===== src/rtl/lcd_pkg.sv =====
// rtl/lcd_pkg.sv - shared HD44780 LCD definitions (bus bit positions, init ROM, FSM states)
// Used by the LCD bus sequencer and by the CPU LCD register peripheral so both agree
// on the 32-bit LCD bus packing: [7:0] DATA, [8] RW, [9] RS, [10] EN, [31] ON.
package lcd_pkg;

    localparam int LCD_DATA_LSB = 0;
    localparam int RW_BIT       = 8;
    localparam int RS_BIT       = 9;
    localparam int EN_BIT       = 10;
    localparam int ON_BIT       = 31;

    localparam logic [7:0] CMD_CLEAR    = 8'h01;
    localparam logic [7:0] CMD_HOME     = 8'h02;
    // Bit 0 of the home command is don't-care, so 0x03 is also a home.
    localparam logic [7:0] CMD_HOME_ALT = 8'h03;

    localparam int INIT_LEN = 4;
    // Entry 0 is sent first: 8-bit/2-line, display on, clear, entry mode increment.
    localparam logic [INIT_LEN-1:0][7:0] INIT_ROM = {8'h06, 8'h01, 8'h0C, 8'h38};

    typedef enum logic [2:0] {
        ST_PWRUP,
        ST_INIT_LOAD,
        ST_IDLE,
        ST_SETUP,
        ST_PULSE,
        ST_HOLD,
        ST_WAIT
    } lcd_state_e;

    // Clear and home need the long execution wait; only as commands (RS=0).
    function automatic logic is_long_cmd(input logic rs, input logic [7:0] data);
        return !rs && (data == CMD_CLEAR || data == CMD_HOME || data == CMD_HOME_ALT);
    endfunction

    // WAIT-state load value for an execution wait of 'cycles'. WAIT itself runs
    // cycles-1 cycles; the INIT_LOAD or IDLE cycle that follows completes the wait,
    // which lets a back-to-back write be accepted with no extra bubble.
    function automatic int wait_load(input int cycles);
        return (cycles > 2) ? cycles - 2 : 0;
    endfunction

endpackage


===== src/rtl/lcd_delay_timer.sv =====
// rtl/lcd_delay_timer.sv - loadable down-counter for LCD bus phase timing
// Ports:
//   i_clk      clock
//   i_reset    synchronous active-high reset, reloads RST_VAL
//   i_load     load strobe, takes i_load_val on this edge
//   i_load_val value loaded (phase length minus one)
//   o_done     count has reached zero
module lcd_delay_timer #(
    parameter int               CNT_W   = 8,
    parameter logic [CNT_W-1:0] RST_VAL = '0
) (
    input  logic             i_clk,
    input  logic             i_reset,
    input  logic             i_load,
    input  logic [CNT_W-1:0] i_load_val,
    output logic             o_done
);

    logic [CNT_W-1:0] cnt_q;
    logic [CNT_W-1:0] cnt_d;

    always_comb begin
        cnt_d = cnt_q;
        if (i_load) begin
            cnt_d = i_load_val;
        end else if (cnt_q != '0) begin
            cnt_d = cnt_q - 1'b1;
        end
    end

    always_ff @(posedge i_clk) begin
        if (i_reset) begin
            cnt_q <= RST_VAL;
        end else begin
            cnt_q <= cnt_d;
        end
    end

    assign o_done = (cnt_q == '0);

endmodule


===== src/rtl/lcd_hd44780_ctrl.sv =====
// rtl/lcd_hd44780_ctrl.sv - HD44780 bus sequencer: power-up init, then EN/RS/DATA timing per byte write
// Ports:
//   i_clk        clock
//   i_reset      synchronous active-high reset
//   i_valid      write request
//   o_ready      write accepted on an edge where i_valid && o_ready
//   i_rs         0 = command, 1 = data
//   i_data       byte to write
//   o_lcd        packed LCD bus: [7:0] DATA, [8] RW (always 0), [9] RS, [10] EN, [31] ON
//   o_init_done  init sequence finished, sticky until reset
module lcd_hd44780_ctrl
    import lcd_pkg::*;
#(
    parameter int CLK_FREQ_HZ = 1_000_000,
    parameter int T_PWRUP_US  = 15000,
    parameter int T_EXEC_US   = 40,
    parameter int T_CLR_US    = 1640
) (
    input  logic        i_clk,
    input  logic        i_reset,
    input  logic        i_valid,
    output logic        o_ready,
    input  logic        i_rs,
    input  logic [7:0]  i_data,
    output logic [31:0] o_lcd,
    output logic        o_init_done
);

    localparam int CYC_PER_US = (CLK_FREQ_HZ / 1_000_000 > 1) ? CLK_FREQ_HZ / 1_000_000 : 1;
    localparam int PULSE_CYC  = CYC_PER_US;
    localparam int PWRUP_CYC  = (T_PWRUP_US * CYC_PER_US > 1) ? T_PWRUP_US * CYC_PER_US : 1;
    localparam int EXEC_CYC   = T_EXEC_US * CYC_PER_US;
    localparam int CLR_CYC    = T_CLR_US * CYC_PER_US;

    localparam int MAX_A   = (PWRUP_CYC > CLR_CYC) ? PWRUP_CYC : CLR_CYC;
    localparam int MAX_B   = (EXEC_CYC > PULSE_CYC) ? EXEC_CYC : PULSE_CYC;
    localparam int MAX_CYC = (MAX_A > MAX_B) ? MAX_A : MAX_B;
    localparam int CNT_W   = $clog2(MAX_CYC + 1);

    localparam logic [CNT_W-1:0] PWRUP_LOAD = CNT_W'(PWRUP_CYC - 1);
    localparam logic [CNT_W-1:0] PULSE_LOAD = CNT_W'(PULSE_CYC - 1);
    localparam logic [CNT_W-1:0] EXEC_LOAD  = CNT_W'(wait_load(EXEC_CYC));
    localparam logic [CNT_W-1:0] CLR_LOAD   = CNT_W'(wait_load(CLR_CYC));
    localparam logic [1:0]       INIT_LAST  = 2'(INIT_LEN - 1);

    lcd_state_e       state_q, state_d;
    logic [1:0]       idx_q, idx_d;
    logic [7:0]       data_q, data_d;
    logic             rs_q, rs_d;
    logic             init_done_q, init_done_d;
    logic             en_q;
    logic             on_q;
    logic             ready_q;
    logic             tmr_load;
    logic [CNT_W-1:0] tmr_val;
    logic             tmr_done;

    // Reset reloads the power-up delay, so PWRUP needs no separate entry load.
    lcd_delay_timer #(
        .CNT_W   (CNT_W),
        .RST_VAL (PWRUP_LOAD)
    ) u_timer (
        .i_clk      (i_clk),
        .i_reset    (i_reset),
        .i_load     (tmr_load),
        .i_load_val (tmr_val),
        .o_done     (tmr_done)
    );

    always_comb begin
        state_d     = state_q;
        idx_d       = idx_q;
        data_d      = data_q;
        rs_d        = rs_q;
        init_done_d = init_done_q;
        tmr_load    = 1'b0;
        tmr_val     = '0;
        case (state_q)
            ST_PWRUP: begin
                if (tmr_done) begin
                    state_d = ST_INIT_LOAD;
                end
            end
            ST_INIT_LOAD: begin
                data_d  = INIT_ROM[idx_q];
                rs_d    = 1'b0;
                state_d = ST_SETUP;
            end
            ST_IDLE: begin
                if (i_valid && ready_q) begin
                    data_d  = i_data;
                    rs_d    = i_rs;
                    state_d = ST_SETUP;
                end
            end
            ST_SETUP: begin
                state_d  = ST_PULSE;
                tmr_load = 1'b1;
                tmr_val  = PULSE_LOAD;
            end
            ST_PULSE: begin
                if (tmr_done) begin
                    state_d = ST_HOLD;
                end
            end
            ST_HOLD: begin
                state_d  = ST_WAIT;
                tmr_load = 1'b1;
                tmr_val  = is_long_cmd(rs_q, data_q) ? CLR_LOAD : EXEC_LOAD;
            end
            ST_WAIT: begin
                if (tmr_done) begin
                    if (init_done_q) begin
                        state_d = ST_IDLE;
                    end else if (idx_q == INIT_LAST) begin
                        state_d     = ST_IDLE;
                        init_done_d = 1'b1;
                    end else begin
                        idx_d   = idx_q + 2'd1;
                        state_d = ST_INIT_LOAD;
                    end
                end
            end
            default: begin
                state_d = ST_PWRUP;
            end
        endcase
    end

    // Bus outputs are registered from next-state values so EN/RS/DATA change
    // on the same edge as the state they belong to.
    always_ff @(posedge i_clk) begin
        if (i_reset) begin
            state_q     <= ST_PWRUP;
            idx_q       <= '0;
            data_q      <= '0;
            rs_q        <= 1'b0;
            init_done_q <= 1'b0;
            en_q        <= 1'b0;
            on_q        <= 1'b0;
            ready_q     <= 1'b0;
        end else begin
            state_q     <= state_d;
            idx_q       <= idx_d;
            data_q      <= data_d;
            rs_q        <= rs_d;
            init_done_q <= init_done_d;
            en_q        <= (state_d == ST_PULSE);
            on_q        <= 1'b1;
            ready_q     <= (state_d == ST_IDLE);
        end
    end

    always_comb begin
        o_lcd                      = '0;
        o_lcd[LCD_DATA_LSB +: 8]   = data_q;
        o_lcd[RW_BIT]              = 1'b0;
        o_lcd[RS_BIT]              = rs_q;
        o_lcd[EN_BIT]              = en_q;
        o_lcd[ON_BIT]              = on_q;
    end

    assign o_ready     = ready_q;
    assign o_init_done = init_done_q;

endmodule

===== config.mk =====
export PLATFORM = sky130hd
export DESIGN_NAME = lcd_hd44780_ctrl
export DESIGN_NICKNAME = d
export VERILOG_FILES = /design/src/rtl/lcd_pkg.sv /design/src/rtl/lcd_delay_timer.sv /design/src/rtl/lcd_hd44780_ctrl.sv
export SDC_FILE = /design/constraint.sdc
export NUM_CORES = 1
export LEC_CHECK = 0
export BUFFER_PORTS_ARGS = -buffer_cell sky130_fd_sc_hd__buf_2
export CAP_MARGIN = 20
export CORE_AREA = 2 2 65 67
export DETAILED_ROUTE_END_ITERATION = 7
export DIE_AREA = 0 0 67 69
export GPL_ROUTABILITY_DRIVEN = 0
export PLACE_DENSITY = 0.8
export SYNTH_ARGS = -nofsm -noshare
export SYNTH_HDL_FRONTEND = slang
export SYNTH_SLANG_ARGS = --single-unit

===== constraint.sdc =====
create_clock -name i_clk -period 2.4 [get_ports i_clk]
set_input_delay 0.48 -clock i_clk [delete_from_list [all_inputs] [get_ports i_clk]]
set_output_delay 0.48 -clock i_clk [all_outputs]
set_load 0.01 [all_outputs]

==> results.tsv <==
metric	value	unit
status	complete, no violations	
Residual DRC	0	
CTS Buffer Depth	2	
VDD IR max	0.000236	V
most frequent cells in the layout	32 x dfxtp_1, 24 x buf_2, 21 x conb_1	
synthesized area	1860	um^2
DR iter-0 viols	109	
worst reg2reg setup slack	0.30	ns
Final ANT Viol Nets	0	
CTS Buf Count	5	
initial antenna violation count	0	
fin crit share	87.3	%
Synth Register Bits	32	
Pint	0.759	mW
fin nets	255	
sequential area share after synthesis	34.4	%
Critical path buffers and inverters	1	
crit-path max cell delay	0.54	ns
Fmax	477	MHz
Slew headroom	61.1	%
Critical Path End Type	register	
commonest non-fill, non-tap cell in the layout	dfxtp_1	
nature of the critical path startpoint	register	
clock share of power	38.9	%
Initial Utilization	47.6	%
hold crit path type	register to register	
vias in the first global route	1343	
Final setup viols	0	
Crit-path slowest cell	and4_1	
input/output buffers	24	
cell count after synthesis	219	
Vias/cell	5.56	
Max Cap Violations	0	
RR Startpoint	u_timer.cnt_q[0]	
final hold violations	0	
Synth Flop Type	dfxtp_1	
maximum fanout along the worst path	10	
Final min period	2.10	ns
fill cell count	391	
Yosys warning total	0	
share of layout cells above drive strength 1	16.7	%
max-slew violation count	0	
net load switching power	0.250	mW
# H-tree levels	2	
area post-placement	1900	um^2
Switching Share	24.8	%
WL/cell	13.4	um
clock skew	0.00237	ns
post-layout util	50.8	%
worst hold endpoint	idx_q[0]	
Placement Rows	23	
CTS tree	done	
global route total overflow	0	
power share of the sequential group	54.7	%
kind of critical path	register to register	
full die area	4620	um^2
Fin Hold WS	0.507	ns
hold path startpoint	idx_q[0]	
Worst Hold Depth	2	
Finished Cell Area	1990	um^2
Critical Path AT	2.28	ns
Req. time, crit path	2.58	ns
Clock transition at path regs	0.06	ns
FFs w/ async S/R, synth	0	%
Ports	46	
worst-margin pin slew	0.578	ns
R2R depth	6	
RSZ-0062 raised after global routing	no	
Die Width	67	um
setup TNS	0	ns
HPWL Detailed	2780	um
cts repair resizes	0	
pwr dens	507	nW/um^2
Clk Latency, worst-skew pair	0.29	ns
Hold Buf Count CTS	0	
CTS sink cnt	32	
EDFF count, synth	0	
RR Endpoint	en_q	
Die Span Y	69	um
first-pass GRT wire length	6310	um
DRT Wirelength	3880	um
pin count of the biggest net entering global routing	24	
drt pass-1 iters	4	
Netlist cell types	54	
ANT cells	0	
Via Count	1606	
Placeable Area	3910	um^2
syn_area_per_cell	8.50	um^2
Area growth, synth to finish	6.85	%
critical path cell sequence	inv_1 > ha_1 > nor3b_1 > and4_1 > a211oi_1 > and2_1	
Pleak	0.751	nW
CP delay by family, top	simple AND/OR/NAND/NOR gates	
Logic pwr share	6.4	%
Clock Tree Root	clkbuf_8	
Total GRT Usage	17.7	%
==> metal layers <==
metal	part of all wire [%]	wire (um)	vias to the layer above	track usage, %
met1	46	1780	746	24.1
met3	5.7	222	10	5.06
met4	2.4	95	0	9.30
li1	-	-	794	-
met2	46	1780	56	24.8
met5	0	0	-	0
==> Yosys cell counts, drive strengths merged, types with 2 or more instances <==
master | n | area share (%)
dfxtp | 32 | 34
buf | 30 | 12
nor2 | 19 | 3.8
a21oi | 13 | 3.7
o21ai | 12 | 3.2
a211oi | 9 | 3.6
nand2 | 9 | 1.8
and2 | 7 | 2.4
inv | 6 | 1.2
nor3 | 6 | 1.6
nor4 | 6 | 3.2
clkbuf | 5 | 1.0
mux2i | 5 | 2.7
ha | 4 | 2.7
nand3 | 4 | 1.3
nand4 | 4 | 1.3
nand2b | 3 | 1.0
nand3b | 3 | 1.2
nor2b | 3 | 1.0
nor3b | 3 | 1.2
o311ai | 3 | 1.4
or4 | 3 | 1.4
o211ai | 2 | 0.81
o21a | 2 | 0.81
o221ai | 2 | 0.94
o41ai | 2 | 0.94
or3b | 2 | 0.94
xor2 | 2 | 0.94
==> worst max-delay path by stage <==
| stage | startpoint | endpoint | slack, ns | depth (start not counted) |
|---|---|---|---|---|
| floorplan | u_timer.cnt_q[0] | u_timer.cnt_q[9] | 0.60 | 6 |
| global route | u_timer.cnt_q[0] | en_q | 0.11 | 6 |
| detailed placement | u_timer.cnt_q[0] | u_timer.cnt_q[9] | 0.19 | 6 |
| global placement | u_timer.cnt_q[0] | u_timer.cnt_q[9] | 0.34 | 6 |
| CTS | u_timer.cnt_q[0] | u_timer.cnt_q[9] | 0.19 | 6 |
| finish | u_timer.cnt_q[0] | en_q | 0.30 | 6 |
==> sequential cells by signal, summed over array words and instances (netlist names) <==
name	count
on_q	1
rs_q	1
idx_q	2
data_q	8
u_timer.cnt_q	14
o_init_done	1
o_ready	1
en_q	1
state_q	3
==> metrics by stage <==
stage,worst slack (ns),total power [mW],instances
finish,0.304,1.01,289
global route,0.108,1.04,289
CTS,0.191,1.01,288
detailed placement,0.187,0.627,281
global placement,0.341,0.626,281
floorplan,0.595,0.636,239
==> power groups by stage <==
stage / sequential, mW / combinational [mW] / clock [mW]
final: 0.552 / 0.0647 / 0.392
after global routing: 0.553 / 0.0734 / 0.413
after CTS: 0.551 / 0.0644 / 0.398
after detailed placement: 0.563 / 0.0640 / 0
after global placement: 0.562 / 0.0631 / 0
after floorplan: 0.557 / 0.0782 / 0
==> logic make-up after synthesis <==
logic type,after synthesis,synth area share (%)
flip-flops,32,34.4
XOR/XNOR,3,1.41
buffers and inverters,42,14.2
AND/OR/NAND/NOR,76,23.9
adder cells (fa/ha/maj),4,2.69
multiplexers,5,2.69
AO/OA/AOI/OAI,56,20.6
other,1,0.201
==> area by class of cell <==
| cell class | count | area [um^2] | area share [%] |
|---|---|---|---|
| multi-input cells | 165 | 1030 | 51.9 |
| flip-flops and latches | 32 | 641 | 32.2 |
| repair buffers | 28 | 150 | 7.55 |
| clock buffers | 6 | 72.6 | 3.65 |
| well taps | 50 | 62.6 | 3.14 |
| inverters | 7 | 26.3 | 1.32 |
| clock inverters | 1 | 5.00 | 0.252 |
==> worst min-delay path, stage by stage (launching register included) <==
cell and delay, ns:
dfxtp_1 0.32, o21ai_0 0.07, a21oi_1 0.06
==> what timing repair did <==
item,in CTS,in global routing
endpoints found under the setup margin,0,1
endpoints found under the hold margin,0,0
setup buffers,0,1
(Power assumes the default switching activity.)
